$ cat src/rtl/sonar_pkg.sv
// Shared ranging definitions: FSM states and default timing constants,
// used by both the sensor-side ranger and the cutting controller.
package sonar_pkg;

   typedef enum logic [1:0] {
      IDLE,
      TRIG,
      WAIT_RISE,
      MEASURE
   } state_t;

   localparam int DIS_LEN        = 16;
   localparam int TRIG_CYCLES    = 500;
   localparam int CYC_PER_UNIT   = 292;
   localparam int TIMEOUT_CYCLES = 1_500_000;

   // Counter width able to hold 0..n-1, never narrower than one bit.
   function automatic int cnt_width(input int n);
      return (n < 2) ? 1 : $clog2(n);
   endfunction

endpackage

$ cat src/rtl/sonar_ranger_if.sv
// Controller <-> ranger handshake: level request in, one-cycle ack and
// result strobe out with the measured distance.
interface sonar_ranger_if #(
   parameter int DisLen = 16
);

   logic              trigger;
   logic              triggerSuc;
   logic              valid;
   logic              timeout;
   logic [DisLen:0]   distance;

   modport master (
      output trigger,
      input  triggerSuc,
      input  valid,
      input  timeout,
      input  distance
   );

   modport slave (
      input  trigger,
      output triggerSuc,
      output valid,
      output timeout,
      output distance
   );

endinterface

$ cat src/rtl/echo_sync.sv
// Two-flop synchroniser for the asynchronous sensor echo pin, plus
// single-cycle rise/fall detection on the synchronised level.
module echo_sync (
   input  logic clk,
   input  logic rst_n,
   input  logic echo,
   output logic rise,
   output logic fall,
   output logic level
);

   logic meta_reg;
   logic sync_reg;
   logic prev_reg;

   always_ff @(posedge clk or negedge rst_n) begin
      if (!rst_n) begin
         meta_reg <= 1'b0;
         sync_reg <= 1'b0;
         prev_reg <= 1'b0;
      end else begin
         meta_reg <= echo;
         sync_reg <= meta_reg;
         prev_reg <= sync_reg;
      end
   end

   assign level = sync_reg;
   assign rise  = sync_reg & ~prev_reg;
   assign fall  = ~sync_reg & prev_reg;

endmodule

$ cat src/rtl/sonar_ranger.sv
// Sensor-side ranging engine: issues the TRIG pulse, times the echo-high
// interval in distance units and reports result or timeout to the controller.
module sonar_ranger #(
   parameter int DisLen         = 16,
   parameter int TRIG_CYCLES    = sonar_pkg::TRIG_CYCLES,
   parameter int CYC_PER_UNIT   = sonar_pkg::CYC_PER_UNIT,
   parameter int TIMEOUT_CYCLES = sonar_pkg::TIMEOUT_CYCLES
) (
   input  logic                 clk,
   input  logic                 rst_n,
   sonar_ranger_if.slave        bus,
   output logic                 sensor_trig,
   input  logic                 echo
);

   import sonar_pkg::*;

   localparam int TRIG_W = cnt_width(TRIG_CYCLES);
   localparam int PRE_W  = cnt_width(CYC_PER_UNIT);
   localparam int TO_W   = cnt_width(TIMEOUT_CYCLES);

   localparam logic [TRIG_W-1:0] TRIG_LAST = TRIG_W'(TRIG_CYCLES - 1);
   localparam logic [PRE_W-1:0]  PRE_LAST  = PRE_W'(CYC_PER_UNIT - 1);
   localparam logic [TO_W-1:0]   TO_LAST   = TO_W'(TIMEOUT_CYCLES - 1);
   localparam logic [DisLen:0]   DIST_MAX  = '1;

   state_t              state_reg, state_next;
   logic [TRIG_W-1:0]   trig_cnt_reg, trig_cnt_next;
   logic [TO_W-1:0]     to_cnt_reg, to_cnt_next;
   logic [PRE_W-1:0]    pre_reg, pre_next;
   logic [DisLen:0]     acc_reg, acc_next;
   logic [DisLen:0]     dist_reg, dist_next;
   logic                sensor_trig_reg, sensor_trig_next;
   logic                suc_reg, suc_next;
   logic                valid_reg, valid_next;
   logic                timeout_reg, timeout_next;

   logic                echo_rise;
   logic                echo_fall;
   logic                echo_level;
   logic                to_expire;
   logic                pre_wrap;
   logic [PRE_W-1:0]    pre_step;
   logic [DisLen:0]     acc_step;

   echo_sync u_echo_sync (
      .clk   (clk),
      .rst_n (rst_n),
      .echo  (echo),
      .rise  (echo_rise),
      .fall  (echo_fall),
      .level (echo_level)
   );

   // One synchronised-high clock: advance the prescaler, bump the saturating
   // accumulator each time it wraps.
   assign to_expire = (to_cnt_reg == TO_LAST);
   assign pre_wrap  = (pre_reg == PRE_LAST);
   assign pre_step  = pre_wrap ? '0 : pre_reg + 1'b1;
   assign acc_step  = (pre_wrap && acc_reg != DIST_MAX) ? acc_reg + 1'b1 : acc_reg;

   always_comb begin
      state_next       = state_reg;
      trig_cnt_next    = trig_cnt_reg;
      to_cnt_next      = to_cnt_reg;
      pre_next         = pre_reg;
      acc_next         = acc_reg;
      dist_next        = dist_reg;
      sensor_trig_next = 1'b0;
      suc_next         = 1'b0;
      valid_next       = 1'b0;
      timeout_next     = 1'b0;

      case (state_reg)
         IDLE: begin
            trig_cnt_next = '0;
            to_cnt_next   = '0;
            pre_next      = '0;
            acc_next      = '0;
            if (bus.trigger) begin
               state_next       = TRIG;
               sensor_trig_next = 1'b1;
            end
         end

         TRIG: begin
            if (trig_cnt_reg == TRIG_LAST) begin
               state_next = WAIT_RISE;
               suc_next   = 1'b1;
            end else begin
               trig_cnt_next    = trig_cnt_reg + 1'b1;
               sensor_trig_next = 1'b1;
            end
         end

         // Only a fresh rise starts timing; a level already high is ignored.
         // The rise cycle itself is the first high clock counted.
         WAIT_RISE: begin
            to_cnt_next = to_cnt_reg + 1'b1;
            if (to_expire) begin
               state_next   = IDLE;
               valid_next   = 1'b1;
               timeout_next = 1'b1;
               dist_next    = DIST_MAX;
            end else if (echo_rise) begin
               state_next = MEASURE;
               pre_next   = pre_step;
               acc_next   = acc_step;
            end
         end

         // A fall on the expiry cycle still reports a real measurement.
         MEASURE: begin
            to_cnt_next = to_cnt_reg + 1'b1;
            if (echo_fall) begin
               state_next = IDLE;
               valid_next = 1'b1;
               dist_next  = acc_reg;
            end else if (to_expire) begin
               state_next   = IDLE;
               valid_next   = 1'b1;
               timeout_next = 1'b1;
               dist_next    = DIST_MAX;
            end else if (echo_level) begin
               pre_next = pre_step;
               acc_next = acc_step;
            end
         end

         default: state_next = IDLE;
      endcase
   end

   always_ff @(posedge clk or negedge rst_n) begin
      if (!rst_n) begin
         state_reg       <= IDLE;
         trig_cnt_reg    <= '0;
         to_cnt_reg      <= '0;
         pre_reg         <= '0;
         acc_reg         <= '0;
         dist_reg        <= '0;
         sensor_trig_reg <= 1'b0;
         suc_reg         <= 1'b0;
         valid_reg       <= 1'b0;
         timeout_reg     <= 1'b0;
      end else begin
         state_reg       <= state_next;
         trig_cnt_reg    <= trig_cnt_next;
         to_cnt_reg      <= to_cnt_next;
         pre_reg         <= pre_next;
         acc_reg         <= acc_next;
         dist_reg        <= dist_next;
         sensor_trig_reg <= sensor_trig_next;
         suc_reg         <= suc_next;
         valid_reg       <= valid_next;
         timeout_reg     <= timeout_next;
      end
   end

   assign sensor_trig    = sensor_trig_reg;
   assign bus.triggerSuc = suc_reg;
   assign bus.valid      = valid_reg;
   assign bus.timeout    = timeout_reg;
   assign bus.distance   = dist_reg;

endmodule

$ cat src/flat_wrapper.sv
// flat-port wrapper written by rule: the top's interface ports become plain ports
module sonar_ranger_flat import sonar_pkg::*;
#(
   parameter int DisLen         = 16,
   parameter int TRIG_CYCLES    = sonar_pkg::TRIG_CYCLES,
   parameter int CYC_PER_UNIT   = sonar_pkg::CYC_PER_UNIT,
   parameter int TIMEOUT_CYCLES = sonar_pkg::TIMEOUT_CYCLES
)
  (clk, rst_n, sensor_trig, echo, bus_trigger, bus_triggerSuc, bus_valid, bus_timeout, bus_distance);
  sonar_ranger_if #(.DisLen(DisLen)) bus_i ();
  input  logic clk;
  input  logic rst_n;
  output logic sensor_trig;
  input  logic echo;
  input wire logic [$bits(bus_i.trigger)-1:0] bus_trigger;
  output wire logic [$bits(bus_i.triggerSuc)-1:0] bus_triggerSuc;
  output wire logic [$bits(bus_i.valid)-1:0] bus_valid;
  output wire logic [$bits(bus_i.timeout)-1:0] bus_timeout;
  output wire logic [$bits(bus_i.distance)-1:0] bus_distance;
  assign bus_i.trigger = bus_trigger;
  assign bus_triggerSuc = bus_i.triggerSuc;
  assign bus_valid = bus_i.valid;
  assign bus_timeout = bus_i.timeout;
  assign bus_distance = bus_i.distance;
  sonar_ranger #(.DisLen(DisLen), .TRIG_CYCLES(TRIG_CYCLES), .CYC_PER_UNIT(CYC_PER_UNIT), .TIMEOUT_CYCLES(TIMEOUT_CYCLES)) u_core (.clk(clk), .rst_n(rst_n), .bus(bus_i), .sensor_trig(sensor_trig), .echo(echo));
endmodule
$ cat config.mk
export PLATFORM = sky130hd
export DESIGN_NAME = sonar_ranger_flat
export DESIGN_NICKNAME = d
export VERILOG_FILES = /design/src/rtl/sonar_pkg.sv /design/src/rtl/sonar_ranger_if.sv /design/src/rtl/echo_sync.sv /design/src/rtl/sonar_ranger.sv /design/src/flat_wrapper.sv
export SDC_FILE = /design/constraint.sdc
export NUM_CORES = 1
export LEC_CHECK = 0
export BUFFER_PORTS_ARGS = -buffer_cell sky130_fd_sc_hd__buf_2
export CORE_MARGIN = 1
export CORE_UTILIZATION = 55
export DETAILED_ROUTE_END_ITERATION = 8
export PLACE_DENSITY = 0.79
export SETUP_SLACK_MARGIN = 0.3
export SYNTH_ARGS = -nofsm -noshare
export SYNTH_HDL_FRONTEND = slang
export SYNTH_HIERARCHICAL = 1
export SYNTH_SLANG_ARGS = --single-unit
$ cat constraint.sdc
create_clock -name clk -period 3.95 [get_ports clk]
set_input_delay 0.79 -clock clk [delete_from_list [all_inputs] [get_ports clk]]
set_output_delay 0.79 -clock clk [all_outputs]
set_load 0.02 [all_outputs]
# --- After elaboration in Yosys (flattened, before gate mapping) ---
# Index checks and enable logic that the tools add are counted.
totals:
  reg_bits: 82
  latch_bits: 0
  ram_bits: 0
  rom_bits: 0
  input_bits: 4
  output_inout_bits: 21
  elab_cells: 85
  mem_count: 0
classes:
  addsub: 4
  n_mul: 0
  div: 0
  magnitude_cmp: 0
  eq_ne: 17
  n_shift: 0
  muxes: 37
  bitwise: 4
  n_reduce_logical: 10
ops:
  columns: ["op", "n"]
  rows:
  - ["$mux W17", 8]
  - ["$mux W9", 7]
  - ["$pmux W17 S3", 1]
  - ["$pmux W21 S2", 1]
  - ["$pmux W17 S2", 1]
  - ["$pmux W9 S3", 1]
  - ["$add A21 B1 Y21 const B", 1]
  - ["$eq A21 B21 Y1 const B", 1]
  - ["$add A9 B1 Y9 const B", 2]
  - ["$eq A9 B9 Y1 const B", 2]
  - ["$pmux W9 S2", 1]
  - ["$add A17 B1 Y17 const B", 1]
  - ["$ne A17 B17 Y1 const B", 1]
  - ["$mux W2", 6]
  - ["$ne A2 B2 Y1 const B", 6]
  - ["$pmux W2 S4", 1]
  - ["$mux W1", 7]
  - ["$ne A3 B1 Y1 const B", 2]
  - ["$pmux W1 S2", 3]
  - ["$reduce_and A6 Y1", 1]
  - ["$reduce_bool A2 Y1", 3]
  - ["$eq A2 B2 Y1 const B", 2]
  - ["$ne A2 B1 Y1 const B", 2]
  - ["$reduce_and A4 Y1", 1]
  - ["8 further kinds", 10]

# --- Depth between registers and ports, before layout ---
logic_depth:
  ltp_word: 7
  ltp_mapped: 10
  ltp_nobuf: 10

# --- Hierarchy ---
# Netlist, hierarchy kept.
modules_own_cells:
  columns: ["mod", "instances", "cells_per_inst", "area_each_um2", "seq_area_each_um2"]
  rows:
  - ["sonar_ranger", 1, 447, 4098.9, 1976.9]
  - ["echo_sync", 1, 5, 90.1, 75.1]

# --- Worst setup path before layout ---
# Ideal clock, no wire load.
synth_path:
  path_kind: "reg-to-reg"
  startpoint: "register u_core.acc_reg[0]"
  endpoint: "register u_core.acc_reg[0]"
  setup_time_ps: 128
  arrival_time_ps: 2327
  required_time_ps: 3822
  slack_ps: 1496
  stages_incl_launch_ff: 11
  path_buffers: 0
  synth_period_minus_slack_ps: 2454
  path_cell_list: "dfrtp_1 -> ha_1 -> nand3_1 -> nor4_1 -> and3_1 -> ha_1 -> nand2b_1 -> a21oi_1 -> o21ai_2 -> nor2_1 -> mux2_1"
synth_via:
  elab_chain_cells: 7
  elab_cells_between_ends: 10
  cone_classes: "add/sub (1); eq/ne (1); mux (7); reduce/logical (1)"
synth_lines:
  columns: ["element", "line", "text"]
  rows:
  - ["from (decl)", "sonar_ranger.sv:31", "logic [DisLen:0] acc_reg, acc_next;"]
  - ["from (signal assigned)", "sonar_ranger.sv:151", "acc_reg <= acc_next;"]
  - ["branches (longest 2 deep; another with $add A17 B1 Y17)", null, null]
  - ["$mux W17 (*)", "sonar_ranger.sv:60", "assign acc_step = (pre_wrap && acc_reg != DIST_MAX) ? acc_reg + 1'b1 : acc_reg;"]
  - ["$mux W17", "sonar_ranger.sv:124", "end else if (echo_level) begin"]
  - ["$mux W17", "sonar_ranger.sv:119", "end else if (to_expire) begin"]
  - ["$mux W17", "sonar_ranger.sv:115", "if (echo_fall) begin"]
  - ["$pmux W17 S3 (*)", "sonar_ranger.sv:74", "case (state_reg)"]
# Every way passes the cells marked *. The select of a mux whose other input is x is not followed.
# A chain may end at the register's enable or synchronous reset.

# --- Worst setup path in the final report ---
# Same ends and word-level chain as after synthesis.

==> summary.md <==
| Metric | Value |
|---|---|
| Vias per cell | 6.08 |
| Fraction of synthesized cell area taken by the top area cell type | 0.490 |
| Outcome | finished clean |
| Mapped Cells | 452 |
| Slew @ Worst Pin | 1.02 ns |
| Cell row count | 31 |
| Busiest grt layer | met2 |
| Worst path slowest cell | nor4_1 |
| Clk_skew | 0.00872 ns |
| Lkg Pwr | 2.12 nW |
| Worst-path clk slew | 0.08 ns |
| Post-route clock period utilization | 0.713 |
| Post-Synth Simple-Gate Area | 0.265 |
| Initial antenna violation count | 0 |
| # DRC | 0 |
| Routability Congestion | 0.847 |
| Yosys reg bits | 82 |
| Reg2Reg Depth | 10 |
| Die ar. | 7970 µm² |
| Routed WL | 9.05 mm |
| CP Launch Type | register |
| Max reg flops | 21 |
| Clk_lat worst skew | 0.36 ns |
| Max-cap violations | 0 |
| Num CTS Buffers | 9 |
| M2 GR Usage | 0.396 |
| Min Tclk post-route | 2.82 ns |
| Number of hold buffers added after cts | 0 |
| CTS sink cnt | 82 |
| DR WL/cell | 15.7 µm |
| Synthesized cell area | 4190 µm² |
| Most common flop cell mapped by yosys | dfrtp_1 |
| Sequential-to-total area share from yosys stat | 0.490 |
| Netlist cell types | 63 |
| Synth Area in XOR/XNOR | 0 |
| Share of cells above drive strength 1 | 0.120 |
| Critical Path AT | 3.07 ns |
| Max-slew headroom | 0.322 |
| Ports | 25 |
| Layout area overhead | 11.1% |
| Initial DRC Count | 153 |
| Fin Setup TNS | 0 ns |
| Asr flop ratio synth | 1.00 |
| Core footprint | 7290 µm² |
| Cell type with the highest aggregate area in the netlist | dfrtp_1 |
| Post-synthesis compound-gate area fraction | 0.167 |
| Top cell by count, worst path | ha_1 |
| CTS tree | done |
| Pwr per Cell Area | 357 nW/µm² |
| Min-delay worst type | register to register |
| Pins Over Slew Limit | 0 |
| ANT nets after route | 0 |
| Critical Path End | u_core/acc_reg[0]$_DFFE_PN0P_ |
| Post-synthesis adder-cell area fraction | 0.0149 |
| Post-synth top cells | 82 x dfrtp_1, 48 x nand2_1, 47 x nor2_1 |
| Drt pass-1 iters | 5 |
| Fin. Hold Viols | 0 |
| FF-to-FF Start | u_core/acc_reg[0]$_DFFE_PN0P_ |
| Met3 Track Usage GR | 0.0489 |
| CTS Root Cell | clkbuf_8 |
| IO buf count | 24 |
| Top delay family on crit path | simple AND/OR/NAND/NOR gates |
| Placed cell area | 4390 µm² |
| Worst path max stage delay | 0.44 ns |
| Multiplexer share of the synthesized area | 0.0343 |
| Longest Clk Path Bufs | 2 |
| Syn nets | 461 |
| Max VDD drop | 0.175 mV |
| Nets | 480 |
| Chip height | 89.3 µm |
| Area contributors post-synth | dfrtp_1 49%, nand3_1 4.7%, nand2_1 4.3% |
| Largest net degree at the start of global routing | 83 |
| GRT Total Usage | 0.247 |
| Post-detail-place hpwl | 5.99 mm |
| Starting Density | 0.574 |
| WP buf/inv | 0 |
| First-pass GRT wire length | 14.9 mm |
| Post-synth EDFFs | 0 |
| N_diodes | 0 |
| Vias after detailed routing | 3,494 |
| Cts repair resizes | 0 |
| Setup Fix Bufs, Post-CTS | 0 |
| Reg-to-Reg End | u_core/acc_reg[0]$_DFFE_PN0P_ |
| RSZ-0062 raised after global routing | false |
| Worst reg-to-reg setup slack | 1.13 ns |
| WP data required | 4.20 ns |
| Count leader, synth | dfrtp_1 |
| Vias in the first global route | 3,087 |
| Grt met1 use | 0.334 |
| Final instance area | 4650 µm² |
| CP Max Fanout | 9 |
| H-tree levels | 3 |
| Avg Cell Area, Syn | 9.27 µm² |
| Syn. warnings | 6 |
| Crit. End Element | register |
| Crit path from | u_core/acc_reg[0]$_DFFE_PN0P_ |
| # setup viols final | 0 |
| Crit Path Category | register to register |
| GRT Residual Overflow | 0 |
| Die X | 89.3 µm |
| Crit path depth | 10 |
| Largest family of logic cells by synthesized area | simple AND/OR/NAND/NOR gates |
| Max Freq | 355 MHz |
| CP Cell Sequence | ha_1 -> nand3_1 -> nor4_1 -> and3_1 -> ha_1 -> nand2b_1 -> a21oi_1 -> o21ai_2 -> nor2_1 -> mux2_1 |
stage by stage:
step	cells	setup WS, ns	power (W)	hold slack [ns]	util
floorplan	452	1.50	0.000861	0.331	-
global placement	559	1.26	0.000880	0.367	0.602
detailed placement	559	1.17	0.000880	0.363	0.602
CTS	575	1.15	0.00168	0.381	0.638
global route	575	0.857	0.00172	0.393	0.638
finish	575	1.13	0.00166	0.387	0.638
logic make-up after synthesis:
| logic type | Yosys count |
|---|---|
| buf+inv | 30 |
| compound gates | 107 |
| fa+ha+maj | 5 |
| flops | 82 |
| mux | 14 |
| simple gates | 214 |
worst min-delay path by stage:
stage / start / to / slack (ns) / cells after the start
global route: u_core/u_echo_sync/meta_reg$_DFF_PN0_ / u_core/u_echo_sync/level$_DFF_PN0_ / 0.39 / 0
floorplan: u_core/u_echo_sync/meta_reg$_DFF_PN0_ / u_core/u_echo_sync/level$_DFF_PN0_ / 0.33 / 0
detailed placement: u_core/u_echo_sync/meta_reg$_DFF_PN0_ / u_core/u_echo_sync/level$_DFF_PN0_ / 0.36 / 0
global placement: u_core/u_echo_sync/meta_reg$_DFF_PN0_ / u_core/u_echo_sync/level$_DFF_PN0_ / 0.37 / 0
finish: u_core/u_echo_sync/meta_reg$_DFF_PN0_ / u_core/u_echo_sync/level$_DFF_PN0_ / 0.39 / 0
CTS: u_core/u_echo_sync/meta_reg$_DFF_PN0_ / u_core/u_echo_sync/level$_DFF_PN0_ / 0.38 / 0
report_power, final:
| group | internal (W) | switching, W |
|---|---|---|
| sequential | 0.000840 | 0.00000108 |
| clock | 0.000483 | 0.000318 |
| combinational | 0.00000299 | 0.0000179 |
area by class of cell:
class / count / area (µm²)
inverter: 8 / 30.0
sequential: 82 / 2050
fill: 626 / 2640
tap: 99 / 124
clock inverter: 7 / 141
clock buffer: 9 / 124
multi-input combinational: 340 / 2020
timing repair buffer: 30 / 168
cell usage in the layout (no fill, tap or decap), types with 8 or more instances in the layout:
master,n
o211ai_1,8
nand2_1,48
o31ai_1,15
nand3_1,39
clkbuf_8,9
o21ai_0,31
nand4_1,10
buf_2,23
mux2i_1,11
a21oi_1,22
nor2_1,47
dfrtp_1,82
and3_1,14
routing by layer:
metal  share of wire  wire (µm)  up-vias
li1                -          -     1700
met1            0.46       4140     1700
met2            0.48       4380       79
met3           0.041        372       15
met4           0.017        155        0
met5               0          0        -
Power figures use the tool's default switching activity.
